**config.mk**
```make
export PLATFORM = sky130hd
export DESIGN_NAME = sram_port_arbiter
export DESIGN_NICKNAME = d
export VERILOG_FILES = /design/src/rtl/sram_port_arbiter.sv
export SDC_FILE = /design/constraint.sdc
export NUM_CORES = 1
export LEC_CHECK = 0
export CAP_MARGIN = 20
export CORE_ASPECT_RATIO = 1.25
export CORE_MARGIN = 2
export CORE_UTILIZATION = 40
export DETAILED_ROUTE_END_ITERATION = 7
export MAX_ROUTING_LAYER = met4
export PLACE_DENSITY = 0.76
export SYNTH_ARGS = -nofsm -noshare
export SYNTH_HDL_FRONTEND = slang
export SYNTH_SLANG_ARGS = --single-unit
```
**constraint.sdc**
```tcl
create_clock -name clock -period 2.1 [get_ports clock]
set_input_delay 0.42 -clock clock [delete_from_list [all_inputs] [get_ports clock]]
set_output_delay 0.42 -clock clock [all_outputs]
set_load 0.03 [all_outputs]
```
**src/rtl/sram_port_arbiter.sv**
```systemverilog
// sram_port_arbiter: shares one 16-bit async SRAM between fetch and data ports as two half accesses per word
module sram_port_arbiter #(
    parameter int ADDR_W      = 18,
    parameter int WAIT_CYCLES = 1
) (
    input  logic              clock,
    input  logic              reset,
    input  logic              if_req,
    input  logic [ADDR_W-1:0] if_addr,
    output logic [31:0]       if_rdata,
    output logic              if_ack,
    input  logic              mem_req,
    input  logic              mem_we,
    input  logic [ADDR_W-1:0] mem_addr,
    input  logic [31:0]       mem_wdata,
    output logic [31:0]       mem_rdata,
    output logic              mem_ack,
    output logic [ADDR_W-1:0] ram_addr,
    output logic              ram_wre,
    output logic [15:0]       ram_dout,
    output logic              ram_doe,
    input  logic [15:0]       ram_din,
    output logic              busy
);
    localparam logic [2:0] IDLE = 3'd0, LO = 3'd1, GAP = 3'd2, HI = 3'd3, ACK = 3'd4;
    localparam int CW = WAIT_CYCLES > 1 ? $clog2(WAIT_CYCLES) : 1;
    localparam logic [CW-1:0] LAST = CW'(WAIT_CYCLES - 1);
    logic [2:0]        state;
    logic [CW-1:0]     cnt;
    logic              sel_mem, we;
    logic [ADDR_W-2:0] addr;
    logic [31:0]       wdata;
    logic [15:0]       lo_half;
    logic              g_we;
    logic [ADDR_W-2:0] g_addr;
    logic              unused_msb;
    // the data port wins whenever both request in IDLE
    assign g_we       = mem_req & mem_we;
    assign g_addr     = mem_req ? mem_addr[ADDR_W-2:0] : if_addr[ADDR_W-2:0];
    assign unused_msb = if_addr[ADDR_W-1] ^ mem_addr[ADDR_W-1];
    always_ff @(posedge clock) begin
        if (reset) begin
            state     <= IDLE;
            cnt       <= '0;
            sel_mem   <= 1'b0;
            we        <= 1'b0;
            addr      <= '0;
            wdata     <= '0;
            lo_half   <= '0;
            ram_addr  <= '0;
            ram_wre   <= 1'b1;
            ram_dout  <= '0;
            ram_doe   <= 1'b0;
            if_ack    <= 1'b0;
            mem_ack   <= 1'b0;
            if_rdata  <= '0;
            mem_rdata <= '0;
            busy      <= 1'b0;
        end else begin
            if_ack  <= 1'b0;
            mem_ack <= 1'b0;
            case (state)
                IDLE: if (mem_req || if_req) begin
                    state    <= LO;
                    cnt      <= '0;
                    sel_mem  <= mem_req;
                    we       <= g_we;
                    addr     <= g_addr;
                    wdata    <= mem_wdata;
                    busy     <= 1'b1;
                    ram_addr <= {g_addr, 1'b0};
                    ram_wre  <= ~g_we;
                    ram_doe  <= g_we;
                    ram_dout <= mem_wdata[15:0];
                end
                LO: if (cnt == LAST) begin
                    state   <= GAP;
                    lo_half <= ram_din;
                    ram_wre <= 1'b1;
                end else cnt <= cnt + 1'b1;
                // write strobe is off here, so the address may move to the high half safely
                GAP: begin
                    state    <= HI;
                    cnt      <= '0;
                    ram_addr <= {addr, 1'b1};
                    ram_wre  <= ~we;
                    ram_dout <= wdata[31:16];
                end
                HI: if (cnt == LAST) begin
                    state   <= ACK;
                    ram_wre <= 1'b1;
                    ram_doe <= 1'b0;
                    if_ack  <= ~sel_mem;
                    mem_ack <= sel_mem;
                    if (!we && sel_mem) mem_rdata <= {ram_din, lo_half};
                    if (!we && !sel_mem) if_rdata <= {ram_din, lo_half};
                end else cnt <= cnt + 1'b1;
                ACK: begin
                    state <= IDLE;
                    busy  <= 1'b0;
                end
                default: begin
                    state <= IDLE;
                    busy  <= 1'b0;
                end
            endcase
        end
    end
endmodule

```
* After elaboration in Yosys (flattened, before gate mapping)
Cells that the tools add are included.
** Word-level totals
- Bits in registers :: 174
- Bits of input ports :: 89
- Word-level logic and storage cells :: 73
** Operators by class
- Mux-type cells :: 20
- Eq/ne operators :: 7
- Bitwise logic cells :: 7
- Reductions and logical operators :: 22
- $add $sub $neg :: 1
** Operators with widths (count)
- $pmux W18 S2 :: 1
- $pmux W16 S2 :: 1
- $mux W18 :: 1
- $mux W17 :: 1
- $mux W16 :: 1
- $reduce_and A3 Y1 :: 5
- $pmux W3 S4 :: 1
- $reduce_and A2 Y1 :: 5
- $mux W3 :: 3
- $ne A2 B2 Y1 const B :: 4
- $mux W1 :: 7
- $eq A3 B2 Y1 const B :: 2
- $not A1 Y1 :: 6
- $pmux W1 S3 :: 2
- $reduce_or A3 Y1 :: 2
- $pmux W1 S2 :: 2
- $reduce_bool A2 Y1 :: 2
- $eq A3 B1 Y1 const B :: 1
- $logic_not A3 Y1 :: 1
- $reduce_bool A3 Y1 :: 1
- $logic_and A1 B1 Y1 :: 2
- $logic_not A1 Y1 :: 2
- $reduce_or A2 Y1 :: 1
- $add A1 B1 Y1 const B :: 1
- 2 further kinds :: 2

* Depth between registers and ports, before layout
Gate-level depths: netlist of run 1.
- Depth in word-level cells :: 4
- Gate-level depth with buffers :: 8
- Gate-level depth less buffers :: 4

* Worst setup path before layout of run 1
No wires, ideal clock.
- Path type :: input to register
- From :: input mem_req
- To :: register ram_addr[10]
- Buffers on the path :: 4
- Setup time :: 0.122 ns
- Cell stages on the path :: 8
- Data required time :: 1.978 ns
- Slack :: 0.266 ns
- Arrival :: 1.712 ns
- Cell sequence :: buf_2 > nor3_2 > or3_1 > buf_2 > nor2b_4 > buf_6 > buf_6 > a221o_1
** On the way
- Cells in the longest elaborated chain, start to end :: 3
- Elaborated cells on any way between the ends :: 6
- Those cells by class :: eq/ne (1); mux (3); reduce/logical (2)
** Ends and longest elaborated chain
- start, declared :: RTL line 12 : input logic mem_req,
- $mux W17 or $logic_or A1 B1 Y1 (tied branches) :: RTL line 39, 63
- $mux W18 or $ne A2 B2 Y1 (tied branches)
- $pmux W18 S2 or $reduce_and A2 Y1 (tied branches)
- end signal, assigned :: RTL line 71 : ram_addr <= {g_addr, 1'b0};
- end signal, assigned :: RTL line 85 : ram_addr <= {addr, 1'b1};
- end, declared :: RTL line 18 : output logic [ADDR_W-1:0] ram_addr,
Parallel ways exist; a longest one is shown, timed or not. The select of a mux whose other input is x is not followed.
A chain may end at the register's enable or synchronous reset.

* Worst setup path in the final report of run 1
- From :: register ram_dout[15]
- To :: output ram_dout[15]
** RTL lines
- start, declared :: RTL line 20 : output logic [15:0] ram_dout,
- start signal, assigned :: RTL line 74 : ram_dout <= mem_wdata[15:0];
- start signal, assigned :: RTL line 87 : ram_dout <= wdata[31:16];
No word-level cell between the ends.

==> results.toml, run 1 <==
[global_routing]
grt_first_pass_wirelength_um = 25500
grt_pass1_vias = 5050
grt_overflow = 0
grt_max_degree = 69
antenna_found_initial = 0
track_usage_pct = 21.5

[clock_network]
root_buffer = "clkbuf_16"
cts_made_buffers = 17
cts_setup_buffers = 0
clk_pin_slew_ns = 0.06
cts_buffer_depth = 2
cts_resized = 0
clock-sinks = 157
h-tree-depth = 4
clock_latency_ns = 0.42
cts_hold_buf = 0
tritoncts = "yes"

[logic_synthesis]
synthArstFlopShare_pct = 0
yosysUniqueCellTypes = 27
synth_area_leaders = "dfxtp_1, nand2_1, a21oi_1"
synth_warnings = 0
synth.largest_area_cell = "dfxtp_1"
syn_inst = 677
synth_top_area_share_pct = 55.0
synth_edf_count = 0
avgSynthCellArea_um2 = 8.44
synth_seq_area_share_pct = 55.0
syn-num-nets = 766
synthFlopType = "dfxtp_1"
netlist_area_um2 = 5720
yosys_register_bits = 157

[floorplanning]
core-area_um2 = 13900
fp.dieW_um = 111
start_util_pct = 41.2
num_rows = 48
dieArea_um2 = 15300
io_pins = 192
die_h_um = 138

[timing]
tightestPinTransition_ns = 0.710
period_share_pct = 90.8
drv_slew = 0
period_needed_ns = 1.91
fin_worst_skew_ns = 0.0101
slew_headroom_pct = 52.6
fin_tns_setup_ns = 0
max_freq_ghz = 0.525
finalSetupViolCount = 0
hold_violations = 0
rsz0062_at_grt = "false"

[setup_path]
reg2reg_depth = 5
crit_family = "buffers and inverters"
crit_required_ns = 1.68
cpPeakStageDelay_ns = 0.72
cp-start-kind = "flop"
cp_max_fo = 2
crit_arrival_ns = 1.49
slowest_stage = "clkdlybuf4s50_1"
critPathKind = "reg2out"
crit_cells = 1
worst-path-buf-inv = 1
crit_path_end_kind = "output port"
crit_chain = "clkdlybuf4s50_1"

[final_layout]
multi_input_area_um2 = 2340
final_cell_mix = "nand2_1, clkdlybuf4s50_1, dfxtp_1"
seq_area_um2 = 3140
final_cell_area_um2 = 8450
layout_commonest_cell = "nand2_1"
nets = 947
layoutNonFillerInstCount = 1046
syn_to_final_growth_pct = 47.9
num-fill-cells = 1241
diodes = 0
drive_gt1_share_pct = 7.81

[min_path]
hp-class = "in2reg"
whs_path_depth = 3

[power_and_ir_drop]
pwr-share-seq_pct = 43.0
pwr-share-clk_pct = 40.5
p_int_uw = 5610
finalPower_uw = 7730
cellLeakagePower_uw = 0.00308
p_per_area_nw_per_um2 = 915
p_switching_uw = 2120
power_frac_comb_pct = 16.4
sw_frac_of_total_pct = 27.4
vdd_ir_drop_max_mv = 0.438

[place]
postPlaceCellArea_um2 = 7850
placed_cells = 1014
io_buffer_count = 189
place_congestion = 0.801
place_hpwl_um = 10900

[routing]
viasPerCell = 5.05
postRouteAntennaNets = 0
wire_per_inst_um = 15.3
firstDrtPassIters = 6
drt_iter0_markers = 271
wl_um = 16000
drcViolationCount = 0
via_count = 5287

[job]
cap_viol_max_count = 0

[outcome]
status = "complete, no violations"
power groups by stage:
stage / clock (µW) / combinational [µW] / sequential (µW)
after floorplan: 0 / 546 / 3550
after global placement: 0 / 1250 / 3380
after detailed placement: 0 / 1270 / 3390
after CTS: 3190 / 1280 / 3330
after global routing: 3350 / 1370 / 3360
final: 3130 / 1270 / 3330
synthesized netlist by cell type, types with 2 or more instances:
cell type and n:
clkbuf_1 35, buf_2 14, nand2b_1 2, nor2_1 42
dfxtp_1 157, a211oi_1 17, or3_1 5, mux2i_1 17
nand3b_1 2, inv_1 3, a22oi_1 17, a21oi_1 116
nor3_1 7, nand2_1 210, buf_6 4, nor3_2 2
a221o_1 17
metal layers:
layer  vias up  part of all wire (%)  wire length (µm)  GRT usage (%)
met5         -                     0                 0              -
met4         0                   2.8               456           8.26
met3        38                   6.5              1040           6.20
met2       188                    49              7920           34.9
met1      2419                    41              6600           25.4
li1       2642                     -                 -              -
registers in the layout (all words and copies together), names as in the netlist, 3 cells and up:
signal / flops
ram_dout: 16
addr: 17
if_rdata: 32
ram_addr: 18
state: 3
wdata: 16
lo_half: 16
mem_rdata: 32
final cells by class:
| cell class | count | area share [%] |
|---|---|---|
| sequential | 157 | 37.2 |
| multi-input combinational | 463 | 27.6 |
| timing repair buffer | 215 | 25.3 |
| clock buffer | 19 | 5.36 |
| tap | 175 | 2.59 |
| clock inverter | 13 | 1.81 |
| inverter | 4 | 0.178 |
cell families (layout without fill, tap and decap cells):
family | count (synthesis) | count (layout) | share of synthesized area, %
and+or+nand+nor | 275 | 275 | 19.3
AOI/OAI and AO/OA | 169 | 169 | 17.8
DFF | 157 | 157 | 55.0
buffers and inverters | 57 | 251 | 4.57
muxes | 18 | 18 | 3.17
xor gates and xnor gates | 1 | 1 | 0.153
stage by stage:
| step | setup slack, ns | hold slack [ns] | utilization (%) |
|---|---|---|---|
| 2_1_floorplan | 0.266 | 0.436 | - |
| 6_report | 0.194 | 0.392 | 60.9 |
| 5_1_grt | 0.141 | 0.380 | 60.9 |
| 4_1_cts | 0.174 | 0.370 | 60.9 |
| 3_5_place_dp | 0.0609 | 0.446 | 56.6 |
| 3_3_place_gp | 0.0989 | 0.441 | 56.6 |
path summary, 6_finish.rpt:
check          startpoint            to  slack [ns]
min                 reset      state[0]        0.39
min reg2reg  mem_rdata[1]  mem_rdata[1]        0.45
max          ram_dout[15]  ram_dout[15]        0.19
max reg2reg      state[2]       addr[5]        0.35
(Power assumes the default switching activity.)
==> run 2, diff against run 1 <==
--- a/config.mk
+++ b/config.mk
@@ -6,7 +6,7 @@
 export NUM_CORES = 1
 export LEC_CHECK = 0
 export CAP_MARGIN = 20
-export CORE_ASPECT_RATIO = 1.25
+export CORE_ASPECT_RATIO = 0.9
 export CORE_MARGIN = 2
 export CORE_UTILIZATION = 40
 export DETAILED_ROUTE_END_ITERATION = 7
==> run 2 against run 1 <==
Net effect:
- design area about the same
- sequential share of layout area about the same
- worst hold slack worse by 0.14 ns
- critical path type unchanged
==> results.toml, run 2 (synthesis gave the netlist of run 1 again) <==
[clock_network]
cts_made_buffers = 17
clock_latency_ns = 0.42
h-tree-depth = 4
root_buffer = "clkbuf_16"
cts_setup_buffers = 0
cts_buffer_depth = 2
cts_resized = 0
tritoncts = "yes"
clk_pin_slew_ns = 0.06
cts_hold_buf = 0
clock-sinks = 157

[power_and_ir_drop]
finalPower_uw = 7730
pwr-share-seq_pct = 43.1
p_int_uw = 5700
vdd_ir_drop_max_mv = 0.567
pwr-share-clk_pct = 40.5
power_frac_comb_pct = 16.4
p_switching_uw = 2020
sw_frac_of_total_pct = 26.2
cellLeakagePower_uw = 0.00306
p_per_area_nw_per_um2 = 915

[floorplanning]
dieArea_um2 = 15300
fp.dieW_um = 130
core-area_um2 = 14000
num_rows = 41
die_h_um = 117
start_util_pct = 40.8
io_pins = 192

[timing]
drv_slew = 0
fin_worst_skew_ns = 0.0111
hold_slack_ns = 0.253
hold_violations = 0
period_share_pct = 89.9
fin_tns_setup_ns = 0
rsz0062_at_grt = "false"
max_freq_ghz = 0.530
slew_headroom_pct = 53.4
period_needed_ns = 1.89
tightestPinTransition_ns = 0.699
finalSetupViolCount = 0
layout_setup_ws_ns = 0.213

[final_layout]
syn_to_final_growth_pct = 47.8
diodes = 0
layout_commonest_cell = "nand2_1"
nets = 942
drive_gt1_share_pct = 7.16
top_regs = "if_rdata (32), mem_rdata (32), ram_addr (18)"
num-fill-cells = 1226
multi_input_area_um2 = 2340
final_cell_mix = "nand2_1, clkdlybuf4s50_1, dfxtp_1"
layoutNonFillerInstCount = 1059
seq_area_um2 = 3140

[setup_path]
critPathKind = "reg2out"
crit_chain = "clkdlybuf4s50_1"
worst-path-buf-inv = 1
slowest_stage = "clkdlybuf4s50_1"
crit_required_ns = 1.68
crit_path_end_kind = "output port"
crit_family = "buffers and inverters"
cpPeakStageDelay_ns = 0.69
cp-start-kind = "flop"
crit_arrival_ns = 1.47
cp_max_fo = 2

[routing]
firstDrtPassIters = 4
postRouteAntennaNets = 0
drcViolationCount = 0
viasPerCell = 4.96
drt_iter0_markers = 388
wire_per_inst_um = 14.9
wl_um = 15800
via_count = 5248

[place]
pre_cts_ws_ns = 0.0132
io_buffer_count = 189
place_hpwl_um = 10600
place_congestion = 0.814
placed_cells = 1027

[global_routing]
grt_pass1_vias = 5086
grt_first_pass_wirelength_um = 25400
antenna_found_initial = 0
grt_max_degree = 70
grt.met2_usage_pct = 31.6
grt_overflow = 0
met1_usage_pct = 28.6
grtUsageMet3_pct = 6.66
busiest_layer = "met2"
track_usage_pct = 21.6

[min_path]
hp-class = "in2reg"

[outcome]
status = "complete, no violations"

[job]
cap_viol_max_count = 0
==> run 2: path summary, 6_finish.rpt <==
path | slack, ns | endpoint | startpoint | cells past startpoint
max | 0.21 | ram_dout[3] | ram_dout[3] | 1
min | 0.25 | addr[0] | reset | 2
max reg2reg | 0.39 | ram_addr[14] | state[1] | 4
min reg2reg | 0.45 | mem_rdata[31] | mem_rdata[31] | 2
==> run 2: final cells by class <==
type / count / area share, %
well taps: 193 / 2.86
inverters: 4 / 0.178
multi-input cells: 463 / 27.7
repair buffers: 210 / 24.8
flip-flops and latches: 157 / 37.2
clock inverters: 8 / 1.21
clock buffers: 24 / 6.06
==> run 2: power groups by stage <==
stage          sequential, µW  clock [µW]  combinational, µW
6_report                 3330        3130               1270
5_1_grt                  3350        3310               1380
4_1_cts                  3330        3180               1280
3_5_place_dp             3390           0               1270
3_3_place_gp             3380           0               1250
2_1_floorplan            3550           0                546
==> run 2: per-layer routing <==
| metal | vias up | part of all wire (%) |
|---|---|---|
| li1 | 2630 | - |
| met1 | 2421 | 46 |
| met2 | 182 | 45 |
| met3 | 15 | 7.7 |
| met4 | 0 | 1.2 |
| met5 | - | 0 |
==> run 2: through the flow <==
stage,area [µm²],utilization [%]
floorplan,5720,-
global placement,7830,55.9
detailed placement,7830,55.9
CTS,8450,60.3
global route,8450,60.3
finish,8450,60.3
==> run 3, diff against run 2 <==
--- a/config.mk
+++ b/config.mk
@@ -12,6 +12,7 @@
 export DETAILED_ROUTE_END_ITERATION = 7
 export MAX_ROUTING_LAYER = met4
 export PLACE_DENSITY = 0.76
+export SETUP_SLACK_MARGIN = 0.02
 export SYNTH_ARGS = -nofsm -noshare
 export SYNTH_HDL_FRONTEND = slang
 export SYNTH_SLANG_ARGS = --single-unit
==> results of run 3 <==
No change in the layout: final DEF, timing and power equal those of run 2.
